<file path="src/rtl/riscv_sb_pkg.sv">
// Shared types and constants for the system-bus fabric between the LSU port and the
// peripheral slots.
package riscv_sb_pkg;

   typedef enum logic [1:0] {
      IDLE,
      ACCESS,
      RESP
   } sb_state_t;

   localparam logic [31:0] SB_ERR_DATA = 32'hDEAD_BEEF;

   localparam int unsigned SLOT_UART_RX = 5;
   localparam int unsigned SLOT_UART_TX = 6;
   localparam int unsigned SLOT_TIMER   = 8;

   localparam int unsigned SB_SEL_MSB = 31;
   localparam int unsigned SB_SEL_LSB = 24;

endpackage

</file>
<file path="src/rtl/riscv_sb_fabric_if.sv">
// Upstream request/response and slot-side bus signals of the fabric.
// The slave modport is the fabric's view; master is the surrounding system.
interface riscv_sb_fabric_if #(
   parameter int unsigned NUM_SLOTS = 9
);
   logic                      req_i;
   logic                      we_i;
   logic [3:0]                be_i;
   logic [31:0]               addr_i;
   logic [31:0]               wd_i;
   logic [31:0]               rd_o;
   logic                      ready_o;
   logic                      err_o;
   logic [NUM_SLOTS-1:0]      slv_req_o;
   logic                      slv_we_o;
   logic [3:0]                slv_be_o;
   logic [31:0]               slv_addr_o;
   logic [31:0]               slv_wd_o;
   logic [32*NUM_SLOTS-1:0]   slv_rd_i;
   logic [NUM_SLOTS-1:0]      slv_ready_i;
   logic                      busy_o;

   modport slave (
      input  req_i, we_i, be_i, addr_i, wd_i, slv_rd_i, slv_ready_i,
      output rd_o, ready_o, err_o, slv_req_o, slv_we_o, slv_be_o, slv_addr_o, slv_wd_o,
             busy_o
   );

   modport master (
      output req_i, we_i, be_i, addr_i, wd_i, slv_rd_i, slv_ready_i,
      input  rd_o, ready_o, err_o, slv_req_o, slv_we_o, slv_be_o, slv_addr_o, slv_wd_o,
             busy_o
   );
endinterface

</file>
<file path="src/rtl/sb_addr_decoder.sv">
// Combinational slot decode: one-hot select of an enabled, in-range slot plus a mapped flag.
module sb_addr_decoder
   import riscv_sb_pkg::*;
#(
   parameter int unsigned          NUM_SLOTS = 9,
   parameter logic [NUM_SLOTS-1:0] SLOT_EN   = {NUM_SLOTS{1'b1}}
) (
   input  logic [SB_SEL_MSB-SB_SEL_LSB:0] i_sel,
   output logic                           o_mapped,
   output logic [NUM_SLOTS-1:0]           o_onehot
);

   always_comb begin
      o_onehot = '0;
      for (int unsigned k = 0; k < NUM_SLOTS; k++) begin
         if ((32'(i_sel) == k) && SLOT_EN[k]) begin
            o_onehot[k] = 1'b1;
         end
      end
      o_mapped = |o_onehot;
   end

endmodule

</file>
<file path="src/rtl/riscv_sb_fabric.sv">
// System-bus fabric: registered IDLE/ACCESS/RESP handshake to one peripheral slot at a time,
// with unmapped-address and timeout error responses.
module riscv_sb_fabric
   import riscv_sb_pkg::*;
#(
   parameter int unsigned          NUM_SLOTS = 9,
   parameter logic [NUM_SLOTS-1:0] SLOT_EN   = {NUM_SLOTS{1'b1}},
   parameter int unsigned          TIMEOUT   = 255,
   parameter logic [31:0]          ERR_DATA  = SB_ERR_DATA
) (
   input  logic                    clk_i,
   input  logic                    rst_i,
   riscv_sb_fabric_if.slave        sb
);

   localparam int unsigned     CNT_W    = (TIMEOUT > 0) ? $clog2(TIMEOUT + 1) : 1;
   localparam logic [CNT_W-1:0] CNT_LAST = CNT_W'(TIMEOUT - 1);
   localparam logic [CNT_W-1:0] CNT_MAX  = '1;

   sb_state_t                  r_state;
   logic [CNT_W-1:0]           r_cnt;
   logic [NUM_SLOTS-1:0]       r_slv_req;
   logic                       r_we;
   logic [3:0]                 r_be;
   logic [SB_SEL_LSB-1:0]      r_addr;
   logic [31:0]                r_wd;
   logic [31:0]                r_rd;
   logic                       r_ready;
   logic                       r_err;

   logic                       w_mapped;
   logic [NUM_SLOTS-1:0]       w_onehot;
   logic [31:0]                w_sel_rd;
   logic                       w_sel_ready;
   logic                       w_expired;

   sb_addr_decoder #(
      .NUM_SLOTS (NUM_SLOTS),
      .SLOT_EN   (SLOT_EN)
   ) u_decoder (
      .i_sel    (sb.addr_i[SB_SEL_MSB:SB_SEL_LSB]),
      .o_mapped (w_mapped),
      .o_onehot (w_onehot)
   );

   // The latched one-hot request doubles as the slot select for data and ready.
   always_comb begin
      w_sel_rd = '0;
      for (int unsigned k = 0; k < NUM_SLOTS; k++) begin
         if (r_slv_req[k]) begin
            w_sel_rd = sb.slv_rd_i[32*k +: 32];
         end
      end
   end

   assign w_sel_ready = |(sb.slv_ready_i & r_slv_req);
   assign w_expired   = (TIMEOUT != 0) && (r_cnt == CNT_LAST);

   always_ff @(posedge clk_i or negedge rst_i) begin
      if (!rst_i) begin
         r_state   <= IDLE;
         r_cnt     <= '0;
         r_slv_req <= '0;
         r_we      <= 1'b0;
         r_be      <= '0;
         r_addr    <= '0;
         r_wd      <= '0;
         r_rd      <= '0;
         r_ready   <= 1'b0;
         r_err     <= 1'b0;
      end else begin
         r_ready <= 1'b0;
         case (r_state)
            IDLE: begin
               r_cnt <= '0;
               if (sb.req_i) begin
                  if (w_mapped) begin
                     r_slv_req <= w_onehot;
                     r_we      <= sb.we_i;
                     r_be      <= sb.be_i;
                     r_addr    <= sb.addr_i[SB_SEL_LSB-1:0];
                     r_wd      <= sb.wd_i;
                     r_state   <= ACCESS;
                  end else begin
                     r_rd    <= ERR_DATA;
                     r_err   <= 1'b1;
                     r_ready <= 1'b1;
                     r_state <= RESP;
                  end
               end
            end
            ACCESS: begin
               if (r_cnt != CNT_MAX) begin
                  r_cnt <= r_cnt + 1'b1;
               end
               // Ready takes priority over a timeout expiring on the same cycle.
               if (w_sel_ready) begin
                  r_rd      <= r_we ? 32'd0 : w_sel_rd;
                  r_err     <= 1'b0;
                  r_ready   <= 1'b1;
                  r_slv_req <= '0;
                  r_state   <= RESP;
               end else if (w_expired) begin
                  r_rd      <= ERR_DATA;
                  r_err     <= 1'b1;
                  r_ready   <= 1'b1;
                  r_slv_req <= '0;
                  r_state   <= RESP;
               end
            end
            RESP: begin
               r_err   <= 1'b0;
               r_cnt   <= '0;
               r_state <= IDLE;
            end
            default: r_state <= IDLE;
         endcase
      end
   end

   assign sb.rd_o       = r_rd;
   assign sb.ready_o    = r_ready;
   assign sb.err_o      = r_err;
   assign sb.slv_req_o  = r_slv_req;
   assign sb.slv_we_o   = r_we;
   assign sb.slv_be_o   = r_be;
   assign sb.slv_addr_o = {{(32 - SB_SEL_LSB){1'b0}}, r_addr};
   assign sb.slv_wd_o   = r_wd;
   assign sb.busy_o     = (r_state != IDLE);

endmodule

</file>
<file path="src/flat_wrapper.sv">
// flat-port wrapper written by rule: the top's interface ports become plain ports
module riscv_sb_fabric_flat import riscv_sb_pkg::*;
#(
   parameter int unsigned          NUM_SLOTS = 9,
   parameter logic [NUM_SLOTS-1:0] SLOT_EN   = {NUM_SLOTS{1'b1}},
   parameter int unsigned          TIMEOUT   = 255,
   parameter logic [31:0]          ERR_DATA  = SB_ERR_DATA
)
  (clk_i, rst_i, sb_req_i, sb_we_i, sb_be_i, sb_addr_i, sb_wd_i, sb_slv_rd_i, sb_slv_ready_i, sb_rd_o, sb_ready_o, sb_err_o, sb_slv_req_o, sb_slv_we_o, sb_slv_be_o, sb_slv_addr_o, sb_slv_wd_o, sb_busy_o);
  riscv_sb_fabric_if #(.NUM_SLOTS(NUM_SLOTS)) sb_i ();
  input  logic clk_i;
  input  logic rst_i;
  input wire logic [$bits(sb_i.req_i)-1:0] sb_req_i;
  input wire logic [$bits(sb_i.we_i)-1:0] sb_we_i;
  input wire logic [$bits(sb_i.be_i)-1:0] sb_be_i;
  input wire logic [$bits(sb_i.addr_i)-1:0] sb_addr_i;
  input wire logic [$bits(sb_i.wd_i)-1:0] sb_wd_i;
  input wire logic [$bits(sb_i.slv_rd_i)-1:0] sb_slv_rd_i;
  input wire logic [$bits(sb_i.slv_ready_i)-1:0] sb_slv_ready_i;
  output wire logic [$bits(sb_i.rd_o)-1:0] sb_rd_o;
  output wire logic [$bits(sb_i.ready_o)-1:0] sb_ready_o;
  output wire logic [$bits(sb_i.err_o)-1:0] sb_err_o;
  output wire logic [$bits(sb_i.slv_req_o)-1:0] sb_slv_req_o;
  output wire logic [$bits(sb_i.slv_we_o)-1:0] sb_slv_we_o;
  output wire logic [$bits(sb_i.slv_be_o)-1:0] sb_slv_be_o;
  output wire logic [$bits(sb_i.slv_addr_o)-1:0] sb_slv_addr_o;
  output wire logic [$bits(sb_i.slv_wd_o)-1:0] sb_slv_wd_o;
  output wire logic [$bits(sb_i.busy_o)-1:0] sb_busy_o;
  assign sb_i.req_i = sb_req_i;
  assign sb_i.we_i = sb_we_i;
  assign sb_i.be_i = sb_be_i;
  assign sb_i.addr_i = sb_addr_i;
  assign sb_i.wd_i = sb_wd_i;
  assign sb_i.slv_rd_i = sb_slv_rd_i;
  assign sb_i.slv_ready_i = sb_slv_ready_i;
  assign sb_rd_o = sb_i.rd_o;
  assign sb_ready_o = sb_i.ready_o;
  assign sb_err_o = sb_i.err_o;
  assign sb_slv_req_o = sb_i.slv_req_o;
  assign sb_slv_we_o = sb_i.slv_we_o;
  assign sb_slv_be_o = sb_i.slv_be_o;
  assign sb_slv_addr_o = sb_i.slv_addr_o;
  assign sb_slv_wd_o = sb_i.slv_wd_o;
  assign sb_busy_o = sb_i.busy_o;
  riscv_sb_fabric #(.NUM_SLOTS(NUM_SLOTS), .SLOT_EN(SLOT_EN), .TIMEOUT(TIMEOUT), .ERR_DATA(ERR_DATA)) u_core (.clk_i(clk_i), .rst_i(rst_i), .sb(sb_i));
endmodule
</file>
<file path="config.mk">
export PLATFORM = sky130hd
export DESIGN_NAME = riscv_sb_fabric_flat
export DESIGN_NICKNAME = d
export VERILOG_FILES = /design/src/rtl/riscv_sb_pkg.sv /design/src/rtl/riscv_sb_fabric_if.sv /design/src/rtl/sb_addr_decoder.sv /design/src/rtl/riscv_sb_fabric.sv /design/src/flat_wrapper.sv
export SDC_FILE = /design/constraint.sdc
export NUM_CORES = 1
export LEC_CHECK = 0
export BUFFER_PORTS_ARGS = -buffer_cell sky130_fd_sc_hd__buf_4
export CAP_MARGIN = 15
export CORE_AREA = 2 2 186 188
export DETAILED_ROUTE_END_ITERATION = 12
export DIE_AREA = 0 0 188 190
export HOLD_SLACK_MARGIN = 0.05
export PLACE_DENSITY = 0.56
export SYNTH_ARGS = -nofsm -noshare
export SYNTH_HDL_FRONTEND = slang
export SYNTH_SLANG_ARGS = --single-unit
export TNS_END_PERCENT = 1
</file>
<file path="constraint.sdc">
create_clock -name clk_i -period 3.7 [get_ports clk_i]
set_input_delay 0.185 -clock clk_i [delete_from_list [all_inputs] [get_ports clk_i]]
set_output_delay 0.185 -clock clk_i [all_outputs]
set_load 0.02 [all_outputs]
</file>
==> flow_summary.json <==
{
  "postCtsSetupBuffers": 0,
  "setup_viol": 0,
  "critPathLaunchType": "flop",
  "synthFlopType": "dfrtp_1",
  "cts-resized-gates": 0,
  "peakVddDrop_mv": 0.266,
  "routed_wl_um": 36100,
  "dp_hpwl_um": 27300,
  "gr-total-overflow": 0,
  "p_leak_nw": 5.57,
  "maxSlewHeadroom_pct": 41.4,
  "hold_viol": 0,
  "cpPeakStageDelay_ns": 0.81,
  "synthCells": 704,
  "slew_violations": 0,
  "dr.first_iter.drc_count": 446,
  "cts_buffers": 17,
  "clkLatencyLatePin_ns": 0.42,
  "dp_cells": 1577,
  "grt_pass1_vias": 8498,
  "antenna_found_initial": 3,
  "tns_ns": 0,
  "final_cells": 1674,
  "vias": 8219,
  "gp_congestion": 0.874,
  "p_per_area_nw_per_um2": 410,
  "syn_avg_cell_area_um2": 9.83,
  "placementRows": 68,
  "fin_area_um2": 12100,
  "cts_root_buffer": "clkbuf_16",
  "synth_cell_type_count": 49,
  "die_h_um": 190,
  "placed_area_um2": 10900,
  "fin_nets": 1575,
  "rsz0062_at_grt": "no",
  "htree_levels": 4,
  "synthesis.area_um2": 6920,
  "ant_nets": 0,
  "regArea_um2": 2860,
  "crit_fanout": 36,
  "routedWlPerCell_um": 21.6,
  "slowest_stage": "nor2b_4",
  "multiInputGateArea_um2": 3510,
  "drive_gt1_share_pct": 49.2,
  "cap_violations": 0,
  "synth_async_sr_flop_share_pct": 100,
  "status": "finished, final reports clean",
  "required_ns": 4.06,
  "synth.largest_area_cell": "dfrtp_1",
  "area_growth_pct": 75.2,
  "drcViolationCount": 0,
  "timing.final.crit_share_pct": 79.4,
  "grt_max_degree": 62,
  "fin_crit_ns": 2.94,
  "core_um2": 33900,
  "die_area_um2": 35700,
  "crit_arrival_ns": 3.30,
  "max_freq_mhz": 340,
  "crit_chain": "nor2b_4, a221oi_1, o311a_1, a2111oi_0, o22a_1",
  "synth_top_area_share_pct": 41.2,
  "initial_core_util_pct": 20.4,
  "cts_num_sinks": 114,
  "ys_ff_latch": 114,
  "ys_seq_area_share_pct": 41.2,
  "grt_usage_pct": 19.4,
  "fillCellCount": 3405,
  "postCtsHoldBufs": 62,
  "synth-edff-count": 0,
  "r2r_slack_ns": 0.76,
  "worst_slew_pin_slew_ns": 0.879,
  "yosysWarningCount": 0,
  "end_kind": "flop",
  "dr.pass1.iters": 5,
  "hp-class": "in2reg",
  "fin_worst_skew_ns": 0.0119,
  "grt_pass1_wl_um": 52200,
  "vias_per_cell": 4.91,
  "cts_tree": "done",
  "ios": 482,
  "ys_top_cells_by_area": "dfrtp_1 41%, mux2_2 9.9%, a221oi_1 8.0%",
  "cts_buffer_depth": 2,
  "path_class": "reg2reg",
  "path_clk_slew_ns": 0.07,
  "die_w_um": 188,
  "port_buffers": 473
}
[placed cells by master (no fill, tap or decap), types with 15 or more instances in the layout]
cell,instances
buf_4,490
dfrtp_1,108
a221oi_1,63
dlygate4sd3_1,62
mux2_2,61
inv_1,59
nor2_1,40
a22oi_1,27
o22ai_1,25
o311a_1,24
a211oi_1,24
a2111oi_0,24
o22a_1,24
o21ai_0,18
nand2_1,17
clkbuf_16,17
or3_1,15
[critical path, delay by kind of cell (launching register included)]
| family | cells | cell delay, ns |
|---|---|---|
| compound gates | 4 | 1.34 |
| simple gates | 1 | 0.81 |
| flops | 1 | 0.73 |
[where the power goes]
group          internal (mW)  switching (mW)
registers               1.40           0.127
logic                  0.854           0.800
clock network           1.09           0.694
total                   3.35            1.62
[final timing paths]
path                                          end              startpoint  cells past startpoint
max                             u_core.sb.rd_o[0]  u_core.sb.slv_req_o[1]                      5
min in group asynchronous   u_core.sb.slv_wd_o[7]                   rst_i                      2
max in group asynchronous       u_core.r_addr[15]                   rst_i                      3
min                        u_core.sb.slv_req_o[8]           sb_addr_i[27]                      3
min reg2reg                    u_core.sb.rd_o[29]      u_core.sb.rd_o[29]                      1
max reg2reg                     u_core.sb.rd_o[0]  u_core.sb.slv_req_o[1]                      5
[layout make-up]
type	count	area share, %
repair buffers	554	35.7
multi-input cells	456	29.0
flip-flops and latches	114	23.6
well taps	455	4.69
clock buffers	19	3.65
inverters	61	1.89
clock inverters	13	1.43
diodes	2	0.0413
[cell families (layout without fill, tap and decap cells)]
logic type      count (synthesis)  after routing  share of synthesized area [%]
other cells                     1             10                         0.0542
flops                         114            114                           41.2
simple gates                  102            102                           7.02
fa+ha+maj                       2              2                          0.362
buf+inv                       141            647                           8.52
xor+xnor                        4              4                          0.506
compound gates                278            278                           32.3
mux                            62             62                           10.1
[cells in the mapped netlist, types with 2 or more instances]
cell       count
buf_2          6
nor3_1         3
a21oi_1       11
and2_1         2
nand2_1       17
a32oi_1        7
o221ai_1       8
o22a_1        24
a22o_1        11
a32o_1         5
xor2_1         2
clkbuf_1      61
nor2_1        41
a22oi_1       27
o21ai_0       18
inv_1         59
or2_2          4
nor2b_1        4
xnor2_1        2
o311a_1       24
or3_1         15
a221oi_1      63
dfrtp_1      114
nand3_1        8
a211oi_1      24
nand4_1        2
a2111oi_0     24
mux2_2        61
ha_1           2
buf_4         12
o22ai_1       25
[state kept, by name, indices dropped and copies added, names as in the netlist]
name,count
u_core.sb.rd_o,32
u_core.sb.slv_wd_o,32
u_core.r_addr,24
u_core.sb.slv_req_o,9
u_core.r_cnt,8
u_core.sb.slv_be_o,4
u_core.r_state,2
u_core.sb.err_o,1
u_core.sb.ready_o,1
u_core.sb.slv_we_o,1
[through the flow]
step                      setup WS, ns  total power [mW]  util [%]  hold slack, ns
final                            0.762              4.97      35.7          0.0728
after global routing             0.604              5.21      35.7          0.0752
after CTS                        0.754              5.02      35.7          0.0547
after detailed placement         0.753              3.15      32.0           0.294
after global placement           0.789              3.12      32.0           0.300
after floorplan                   1.50              2.31         -          -0.111
[per-layer routing]
| metal | wire length [um] | track usage [%] |
|---|---|---|
| met1 | 14100 | 22.7 |
| met2 | 17600 | 33.2 |
| met3 | 3480 | 6.55 |
| met4 | 948 | 6.54 |
| met5 | 11 | 0 |
(Power assumes the default switching activity.)
